==> config.mk <==
export PLATFORM = sky130hd
export DESIGN_NAME = seg_scan_driver
export DESIGN_NICKNAME = d
export VERILOG_FILES = /design/src/rtl/seg_scan_driver.sv
export SDC_FILE = /design/constraint.sdc
export NUM_CORES = 1
export LEC_CHECK = 0
export BUFFER_PORTS_ARGS = -buffer_cell sky130_fd_sc_hd__buf_4
export CAP_MARGIN = 20
export CORE_UTILIZATION = 50
export CTS_CLUSTER_SIZE = 40
export DETAILED_ROUTE_END_ITERATION = 8
export HOLD_SLACK_MARGIN = 0.12
export MAX_ROUTING_LAYER = met4
export PLACE_DENSITY = 0.72
export REMOVE_ABC_BUFFERS = 1
export SYNTH_ARGS = -nofsm -noshare
export SYNTH_HDL_FRONTEND = slang
export SYNTH_SLANG_ARGS = --single-unit
==> constraint.sdc <==
create_clock -name clkin -period 3.6 [get_ports clkin]
set_input_delay 0.54 -clock clkin [delete_from_list [all_inputs] [get_ports clkin]]
set_output_delay 0.54 -clock clkin [all_outputs]
set_load 0.05 [all_outputs]
==> src/rtl/seg_scan_driver.sv <==
// Four-digit multiplexed common-anode 7-segment scanner: per-digit blank gap,
// hex or raw segments, leading-zero suppression and a per-frame input snapshot.
module seg_scan_driver #(
  parameter int BLANK_CYCLES = 16,
  parameter int ON_CYCLES    = 8192,
  parameter int CNT_W        = 16
) (
  input  logic       clkin,
  input  logic       reset,
  input  logic       enable,
  input  logic [7:0] d0,
  input  logic [7:0] d1,
  input  logic [7:0] d2,
  input  logic [7:0] d3,
  input  logic [3:0] raw_mask,
  input  logic [3:0] dp_mask,
  input  logic       blank_lz,
  output logic [6:0] seg,
  output logic [3:0] an,
  output logic       dp,
  output logic       frame_tick
);

  typedef enum logic {ST_BLANK = 1'b0, ST_ON = 1'b1} state_t;

  localparam logic [CNT_W-1:0] BLANK_LOAD = CNT_W'(BLANK_CYCLES - 1);
  localparam logic [CNT_W-1:0] ON_LOAD    = CNT_W'(ON_CYCLES - 1);

  state_t           state, state_nxt;
  logic [1:0]       idx, idx_nxt;
  logic [CNT_W-1:0] cnt, cnt_nxt;
  logic             take_snap;

  logic [6:0] snap_d     [4];
  logic [6:0] snap_d_nxt [4];
  logic [3:0] snap_raw, snap_raw_nxt;
  logic [3:0] snap_dp, snap_dp_nxt;
  logic       snap_lz, snap_lz_nxt;
  logic [3:0] digit_zero;

  logic [6:0] seg_nxt;
  logic [3:0] an_nxt;
  logic       dp_nxt;

  // Bit 7 of each digit has no meaning in either display mode.
  logic unused_msb;
  assign unused_msb = ^{d3[7], d2[7], d1[7], d0[7]};

  function automatic logic [6:0] hex7(input logic [3:0] nib);
    case (nib)
      4'h0: hex7 = 7'h40;  4'h1: hex7 = 7'h79;  4'h2: hex7 = 7'h24;  4'h3: hex7 = 7'h30;
      4'h4: hex7 = 7'h19;  4'h5: hex7 = 7'h12;  4'h6: hex7 = 7'h02;  4'h7: hex7 = 7'h78;
      4'h8: hex7 = 7'h00;  4'h9: hex7 = 7'h10;  4'hA: hex7 = 7'h08;  4'hB: hex7 = 7'h03;
      4'hC: hex7 = 7'h46;  4'hD: hex7 = 7'h21;  4'hE: hex7 = 7'h06;  default: hex7 = 7'h0E;
    endcase
  endfunction

  // A digit is a leading zero when it and every digit to its left is a hex zero.
  function automatic logic lz_suppress(input logic [3:0] zero, input logic [1:0] i);
    case (i)
      2'd1:    lz_suppress = &zero[3:1];
      2'd2:    lz_suppress = &zero[3:2];
      2'd3:    lz_suppress = zero[3];
      default: lz_suppress = 1'b0;
    endcase
  endfunction

  always_ff @(posedge clkin or posedge reset) begin
    if (reset) begin
      state <= ST_BLANK;
      idx   <= 2'd0;
      cnt   <= BLANK_LOAD;
    end else begin
      state <= state_nxt;
      idx   <= idx_nxt;
      cnt   <= cnt_nxt;
    end
  end

  always_comb begin
    state_nxt = state;
    idx_nxt   = idx;
    cnt_nxt   = cnt;
    take_snap = 1'b0;
    if (!enable) begin
      state_nxt = ST_BLANK;
      idx_nxt   = 2'd0;
      cnt_nxt   = BLANK_LOAD;
    end else begin
      take_snap = (state == ST_BLANK) && (idx == 2'd0) && (cnt == BLANK_LOAD);
      if (cnt == '0) begin
        if (state == ST_BLANK) begin
          state_nxt = ST_ON;
          cnt_nxt   = ON_LOAD;
        end else begin
          state_nxt = ST_BLANK;
          idx_nxt   = idx + 2'd1;
          cnt_nxt   = BLANK_LOAD;
        end
      end else begin
        cnt_nxt = cnt - CNT_W'(1);
      end
    end
  end

  // Outputs are decoded from the next state so the registered pins line up with it.
  always_comb begin
    snap_d_nxt   = snap_d;
    snap_raw_nxt = snap_raw;
    snap_dp_nxt  = snap_dp;
    snap_lz_nxt  = snap_lz;
    if (take_snap) begin
      snap_d_nxt[0] = d0[6:0];
      snap_d_nxt[1] = d1[6:0];
      snap_d_nxt[2] = d2[6:0];
      snap_d_nxt[3] = d3[6:0];
      snap_raw_nxt  = raw_mask;
      snap_dp_nxt   = dp_mask;
      snap_lz_nxt   = blank_lz;
    end
    for (int i = 0; i < 4; i++) begin
      digit_zero[i] = !snap_raw_nxt[i] && (snap_d_nxt[i][3:0] == 4'h0);
    end
    seg_nxt = 7'h7F;
    an_nxt  = 4'hF;
    dp_nxt  = 1'b1;
    if (state_nxt == ST_ON) begin
      an_nxt = ~(4'b0001 << idx_nxt);
      dp_nxt = ~snap_dp_nxt[idx_nxt];
      if (snap_raw_nxt[idx_nxt]) begin
        seg_nxt = ~snap_d_nxt[idx_nxt];
      end else if (snap_lz_nxt && lz_suppress(digit_zero, idx_nxt)) begin
        seg_nxt = 7'h7F;
      end else begin
        seg_nxt = hex7(snap_d_nxt[idx_nxt][3:0]);
      end
    end
  end

  always_ff @(posedge clkin or posedge reset) begin
    if (reset) begin
      for (int i = 0; i < 4; i++) snap_d[i] <= 7'h00;
      snap_raw   <= 4'h0;
      snap_dp    <= 4'h0;
      snap_lz    <= 1'b0;
      seg        <= 7'h7F;
      an         <= 4'hF;
      dp         <= 1'b1;
      frame_tick <= 1'b0;
    end else begin
      snap_d     <= snap_d_nxt;
      snap_raw   <= snap_raw_nxt;
      snap_dp    <= snap_dp_nxt;
      snap_lz    <= snap_lz_nxt;
      seg        <= seg_nxt;
      an         <= an_nxt;
      dp         <= dp_nxt;
      frame_tick <= take_snap;
    end
  end

endmodule

==> results of run 1 <==
## final cells by class
cell class	count	area, sq um	share of cell area [%]
timing repair buffer	75	576	12.7
clock buffer	12	155	3.43
clock inverter	4	22.5	0.499
multi-input combinational	288	1840	40.8
sequential	69	1750	38.7
tap	99	124	2.74
inverter	13	48.8	1.08
## per-stage QoR
step	instances	utilization, %
detailed placement	541	59.8
floorplan	370	-
finish	560	62.6
global placement	540	59.5
CTS	557	62.2
global route	560	62.6
## cells in the final DEF, fill, tap and decap left out, types with 4 or more instances in the layout
master | Yosys | routed
o22a_1 | 6 | 6
nor4_1 | 7 | 7
mux2i_1 | 5 | 4
o21ai_1 | 6 | 6
ha_1 | 10 | 10
and2_1 | 4 | 4
or4_1 | 4 | 4
nand2_1 | 95 | 95
xnor2_1 | 9 | 9
nor3b_1 | 4 | 4
dfrtp_1 | 53 | 53
mux2_2 | 5 | 5
clkbuf_8 | 0 | 11
a21oi_1 | 15 | 15
buf_4 | 0 | 74
inv_1 | 13 | 12
and3_1 | 4 | 4
a22oi_1 | 13 | 13
nor3_1 | 9 | 9
nand3_1 | 18 | 18
o21ai_0 | 15 | 15
nor2_1 | 9 | 9
or3_1 | 4 | 4
dfstp_2 | 16 | 16
## Yosys cell counts, types with 9 or more instances
master   instances  area share (%)
dfstp_2         16              11
xnor2_1          9             2.1
nor3_1           9             1.2
nand2_1         95             9.6
dfrtp_1         53              36
o21ai_0         15             2.0
nor2_1           9            0.91
nand3_1         18             2.4
ha_1            10             3.4
a21oi_1         15             2.0
inv_1           13             1.3
a22oi_1         13             2.6
## per-layer routing
layer	GRT usage (%)	share of wire, %	vias to the layer above
met4	9.82	2.0	0
met2	36.6	45	115
met5	-	0	-
met1	35.4	47	1492
li1	-	-	1519
met3	4.05	5.8	19
## worst paths after layout
kind                              endpoint  slack (ps)  cells after the start
worst max-delay path                seg[4]         250                     11
worst min-delay path            snap_d[13]         220                      2
worst max register to register      seg[4]         250                     11
worst min register to register      cnt[0]         470                      1
max in group asynchronous           cnt[2]        2550                      4
min in group clkin                 snap_lz         410                      3
## flip-flops by register name (all words and copies together), names as in the netlist
signal	count
idx	2
an	4
snap_raw	4
dp	1
seg	7
cnt	16
snap_dp	4
snap_lz	1
snap_d	28
state	1
frame_tick	1
## cells by family (layout without fill, tap and decap cells)
kind of cell | Yosys count | after routing | synth area share [%]
simple gates | 173 | 173 | 23.1
compound gates | 82 | 82 | 17.0
flops | 69 | 69 | 47.0
buf+inv | 28 | 104 | 3.44
xor+xnor | 12 | 12 | 2.83
mux | 11 | 11 | 3.27
fa+ha+maj | 10 | 10 | 3.37
## power groups by stage
stage | logic [mW] | registers, mW | clock network [mW]
6_report | 0.450 | 0.914 | 0.565
3_5_place_dp | 0.439 | 0.927 | 0
2_1_floorplan | 0.301 | 0.917 | 0
4_1_cts | 0.441 | 0.912 | 0.577
3_3_place_gp | 0.426 | 0.921 | 0
5_1_grt | 0.504 | 0.923 | 0.617
## timing repair
action                                  in CTS  in global routing
hold endpoints to repair                     0                  0
resized for setup                            0                  1
endpoints found under the setup margin       0                  2
buffers inserted                             0                  3
==> flow_summary.yaml, run 1 <==
synth:
  ys_warn_count: 0
  synth-seq-area-share_pct: 47.0
  ys_async_sr_fraction_pct: 100
  synth_flop_cell: "dfrtp_1"
  syn_area_sq_mm: 0.00371
  postSynthCellCount: 385
  synth_cell_types: 58
  synth-edff-count: 0
  ys_ff_latch: 69
  postSynthAreaPerCell_sq_um: 9.65
job:
  drv_cap: 0
sta:
  hold_ws_ps: 222
  finalCritPeriodShare_pct: 93.0
  fin_worst_skew_ps: 8.00
  final_max_slew_viol_count: 0
  worst_pin_slew_ps: 705
  slew_headroom_pct: 52.7
  finalSetupTns_ps: 0
  timing.fmax_mhz: 299
  period_minus_slack_ps: 3350
  rsz0062_at_grt: "no"
  layout_setup_ws_ps: 251
  hold_viol: 0
  setup_viol: 0
placed_design:
  gp_congestion: 0.914
  dp.final_hpwl_um: 6550
  pre_cts_slack_ps: 259
  dpl_cell_area_sq_mm: 0.00431
  io_buffers: 52
worst_setup_path:
  r2r-start: "idx[0]"
  cp.required_ps: 3860
  cpPeakStageDelay_ps: 640
  worst-path-max-fanout: 12
  cpMaxStageDelayCell: "or4b_4"
  cp_top_family: "compound AO/OA/AOI/OAI gates"
  crit_path_end_kind: "flop"
  path_buf_inv: 2
  startpoint: "idx[0]"
  startpoint_type: "flop"
  arrival_ps: 3610
  crit_chain: "inv_1 -> ha_1 -> nand4_2 -> or4b_4 -> o21ai_1 -> a22oi_1 -> a2111oi_4 -> inv_1 -> ha_1 -> o211a_1 -> o32a_1"
  critical_path_class: "flop to flop"
detailed_routing:
  ant_nets: 0
  drc: 0
  firstDrtPassIters: 5
  vias: 3145
  first_iter_violations: 341
  viasPerCell: 5.62
  totalWireLength_um: 9000
  wl_per_cell_um: 16.1
final_layout:
  diodes: 0
  final_net_count: 510
  finalInstanceArea_sq_mm: 0.00452
  fill_cells: 631
  areaGrowthSynthToFinish_pct: 21.6
  drive_above_1_share_pct: 27.8
cts:
  clkTransAtPathRegs_ps: 70
  clockBufferDepth: 2
  insertion_delay_ps: 340
  cts_tree: "yes"
  tritoncts.num_buffers: 9
  htree_levels: 3
  numClockSinks: 69
  clockRootBuffer: "clkbuf_8"
  hold_buffers: 0
global_route:
  track_usage_pct: 25.2
  antenna_found_initial: 0
  grt_pass1_wl_um: 14200
  grt_overflow_total: 0
  first_global_vias: 2908
  grt_start_max_net_pins: 35
power_and_ir_drop:
  switching_power_uw: 572
  power_mw: 1.93
  irDropWorstVdd_mv: 0.244
  powerDensity_mw_per_mm2: 427
  seqPwrFrac_pct: 47.4
  pwr-share-clk_pct: 29.3
  p_int_mw: 1.36
  p_leak_nw: 2.08
  p_comb_share_pct: 23.3
  switching_share_pct: 29.6
die:
  rows: 31
  core_sq_mm: 0.00721
  design.die.area_sq_mm: 0.00778
  pin_count: 57
  die_h_um: 88.2
  die_x_um: 88.2
  start_util_pct: 51.5
run_status:
  status: "finished clean"
worst_hold_path:
  hold_path_class: "input pin to async pin"
(Power assumes the default switching activity.)
==> run 2, diff against run 1 <==
ABC_AREA = 1   (was unset)
PLACE_DENSITY = 0.71   (was 0.72)
==> run 2 against run 1 <==
Critical path type unchanged. Global-route usage is 2.2 points lower. Highest routed layer unchanged. Sequential share of layout area down 0.32 points. Maximum frequency increased by 16%. Final cell count is 17% higher. Worst setup slack gained 460 ps. Critical path depth is 10 higher.
==> flow_summary.yaml, run 2 <==
final_layout:
  mostFrequentLayoutCell: "nand2_1"
  reg.largest.list: "snap_d (28), cnt (16), seg (7)"
  fill_cells: 654
  fin_cells: 654
  largest_register: "snap_d"
  final_net_count: 604
  diodes: 0
  largest_register_ffs: 28
  final_cell_mix: "nand2_1 (193), buf_4 (58), dfrtp_1 (53)"
  drive_above_1_share_pct: 24.9
  finalInstanceArea_sq_mm: 0.00455
  areaGrowthSynthToFinish_pct: 18.4
  utilization_pct: 62.1
worst_hold_path:
  hold_path_class: "input pin to async pin"
synth:
  synth-edff-count: 0
  synth_top_area_share_pct: 34.5
  syn_area_sq_mm: 0.00385
  synth.most_common_cell: "nand2_1"
  synthTopCellsByArea: "dfrtp_1 (34%), nand2_1 (19%), dfstp_2 (11%)"
  ys_ff_latch: 69
  synth_common_cells: "nand2_1 (193), dfrtp_1 (53), inv_1 (50), nand3_1 (29), nor2_1 (26)"
  synth-seq-area-share_pct: 45.4
  postSynthAreaPerCell_sq_um: 7.85
  ys_async_sr_fraction_pct: 100
  synth_cell_types: 34
  synth_flop_cell: "dfrtp_1"
  postSynthCellCount: 490
  yosysTopAreaCell: "dfrtp_1"
  ys_warn_count: 0
sta:
  final_max_slew_viol_count: 0
  rsz0062_at_grt: "no"
  finalCritPeriodShare_pct: 80.3
  fin_worst_skew_ps: 10.9
  period_minus_slack_ps: 2890
  setup_viol: 0
  worst_pin_slew_ps: 614
  layout_setup_ws_ps: 709
  slew_headroom_pct: 59.1
  finalSetupTns_ps: 0
  timing.fmax_mhz: 346
  hold_viol: 0
  hold_ws_ps: 267
placed_design:
  io_buffers: 52
  dp.final_hpwl_um: 6010
  dpl_cell_area_sq_mm: 0.00435
  dp.cells: 638
  gp_congestion: 0.830
  pre_cts_slack_ps: 741
global_route:
  grt_start_max_net_pins: 70
  grt_pass1_wl_um: 14300
  track_usage_pct: 23.0
  first_global_vias: 3120
  grt_overflow_total: 0
  antenna_found_initial: 0
die:
  design.die.area_sq_mm: 0.00805
  start_util_pct: 52.5
  die_h_um: 89.7
  core_sq_mm: 0.00733
  die_x_um: 89.7
  rows: 31
  pin_count: 57
worst_setup_path:
  crit_chain: "inv_1 -> ha_1 -> inv_1 -> nor2_1 -> nand2_2 -> nor2_4 -> nand2_4 -> inv_1 -> buf_4 -> nand2_1 -> nand2_1 -> nand2_1 -> nand2_1 -> nor2_4 -> ha_1 -> nand3_1 -> nand2_1 -> nand2_1 -> nand3_1 -> nand2_1 -> nand2_1"
  worst-path-max-fanout: 15
  cp_top_family: "simple AND/OR/NAND/NOR gates"
  cpPeakStageDelay_ps: 380
  cp.required_ps: 3880
  path_buf_inv: 4
  arrival_ps: 3170
  critical_path_class: "flop to flop"
  cpMaxStageDelayCell: "dfrtp_1"
  crit_path_end_kind: "flop"
  crit_path_frequent_cell: "nand2_1"
  startpoint_type: "flop"
detailed_routing:
  vias: 3198
  wl_per_cell_um: 12.8
  met1_length_um: 3940
  firstDrtPassIters: 6
  routed-wl-met3_um: 320
  dr_wl_met2_um: 3990
  drc: 0
  totalWireLength_um: 8360
  first_iter_violations: 158
  topRoutingLayerUsed: "met4"
  viasPerCell: 4.89
  ant_nets: 0
cts:
  htree_levels: 3
  cts_resized: 0
  cts_tree: "yes"
  insertion_delay_ps: 350
  tritoncts.num_buffers: 9
  cts_setup_buffers: 0
  hold_buffers: 0
  clockRootBuffer: "clkbuf_8"
  numClockSinks: 69
  clockBufferDepth: 2
  clkTransAtPathRegs_ps: 70
power_and_ir_drop:
  power_mw: 2.04
  p_leak_nw: 2.41
  powerDensity_mw_per_mm2: 448
  irDropWorstVdd_mv: 0.262
job:
  drv_cap: 0
run_status:
  status: "finished clean"
==> run 2: cell types whose count changed after synthesis, moves of 8 or more <==
| cell | delta |
|---|---|
| nand3_1 | +11 |
| nand2_1 | +98 |
| a22oi_1 | -11 |
| nor2_2 | +8 |
| inv_1 | +37 |
| nand2_2 | +13 |
| nor2_1 | +17 |
==> run 2: worst reg2reg max path, stage by stage (launching register included) <==
cell and delay [ps]:
dfrtp_1 380, inv_1 130, ha_1 170, inv_1 40, nor2_1 110, nand2_2 90
nor2_4 190, nand2_4 60, inv_1 250, buf_4 270, nand2_1 70, nand2_1 80
nand2_1 60, nand2_1 110, nor2_4 70, ha_1 280, nand3_1 140, nand2_1 70
nand2_1 60, nand3_1 70, nand2_1 70, nand2_1 50
==> run 2: cells by family (layout without fill, tap and decap cells) <==
family / after synthesis / in the layout / share of synthesized area [%]
AND/OR/NAND/NOR: 297 / 297 / 35.9
adder cells (fa/ha/maj): 10 / 10 / 3.25
flip-flops: 69 / 69 / 45.4
buffers and inverters: 63 / 128 / 7.09
AO/OA/AOI/OAI: 45 / 45 / 6.93
XOR/XNOR: 6 / 6 / 1.37
==> run 2: worst paths after layout <==
kind	startpoint	end	slack, ps	cells past startpoint
max	idx[0]	seg[0]	710	21
min	reset	cnt[15]	270	3
max reg2reg	idx[0]	seg[0]	710	21
min reg2reg	cnt[0]	cnt[0]	480	1
max in group asynchronous	reset	seg[5]	3000	3
min in group clkin	d0[6]	snap_d[27]	410	3
==> run 2: cell type report <==
class	count	area [sq um]	share of cell area, %
Timing Repair Buffer	59	455	10.0
Sequential cell	69	1750	38.4
Clock buffer	12	155	3.41
Tap cell	99	124	2.72
Inverter	53	199	4.37
Clock inverter	4	47.5	1.04
Multi-Input combinational cell	358	1830	40.1
==> run 2: metal layers <==
metal  global-route usage [%]  up-vias
met5                        -        -
met4                     9.29        0
met3                     3.55       11
met2                     36.4       68
met1                     29.7     1469
li1                         -     1650
==> run 2: where the power goes <==
| group | internal [mW] | switching (mW) |
|---|---|---|
| registers | 0.871 | 0.0297 |
| logic | 0.174 | 0.317 |
| clock network | 0.356 | 0.292 |
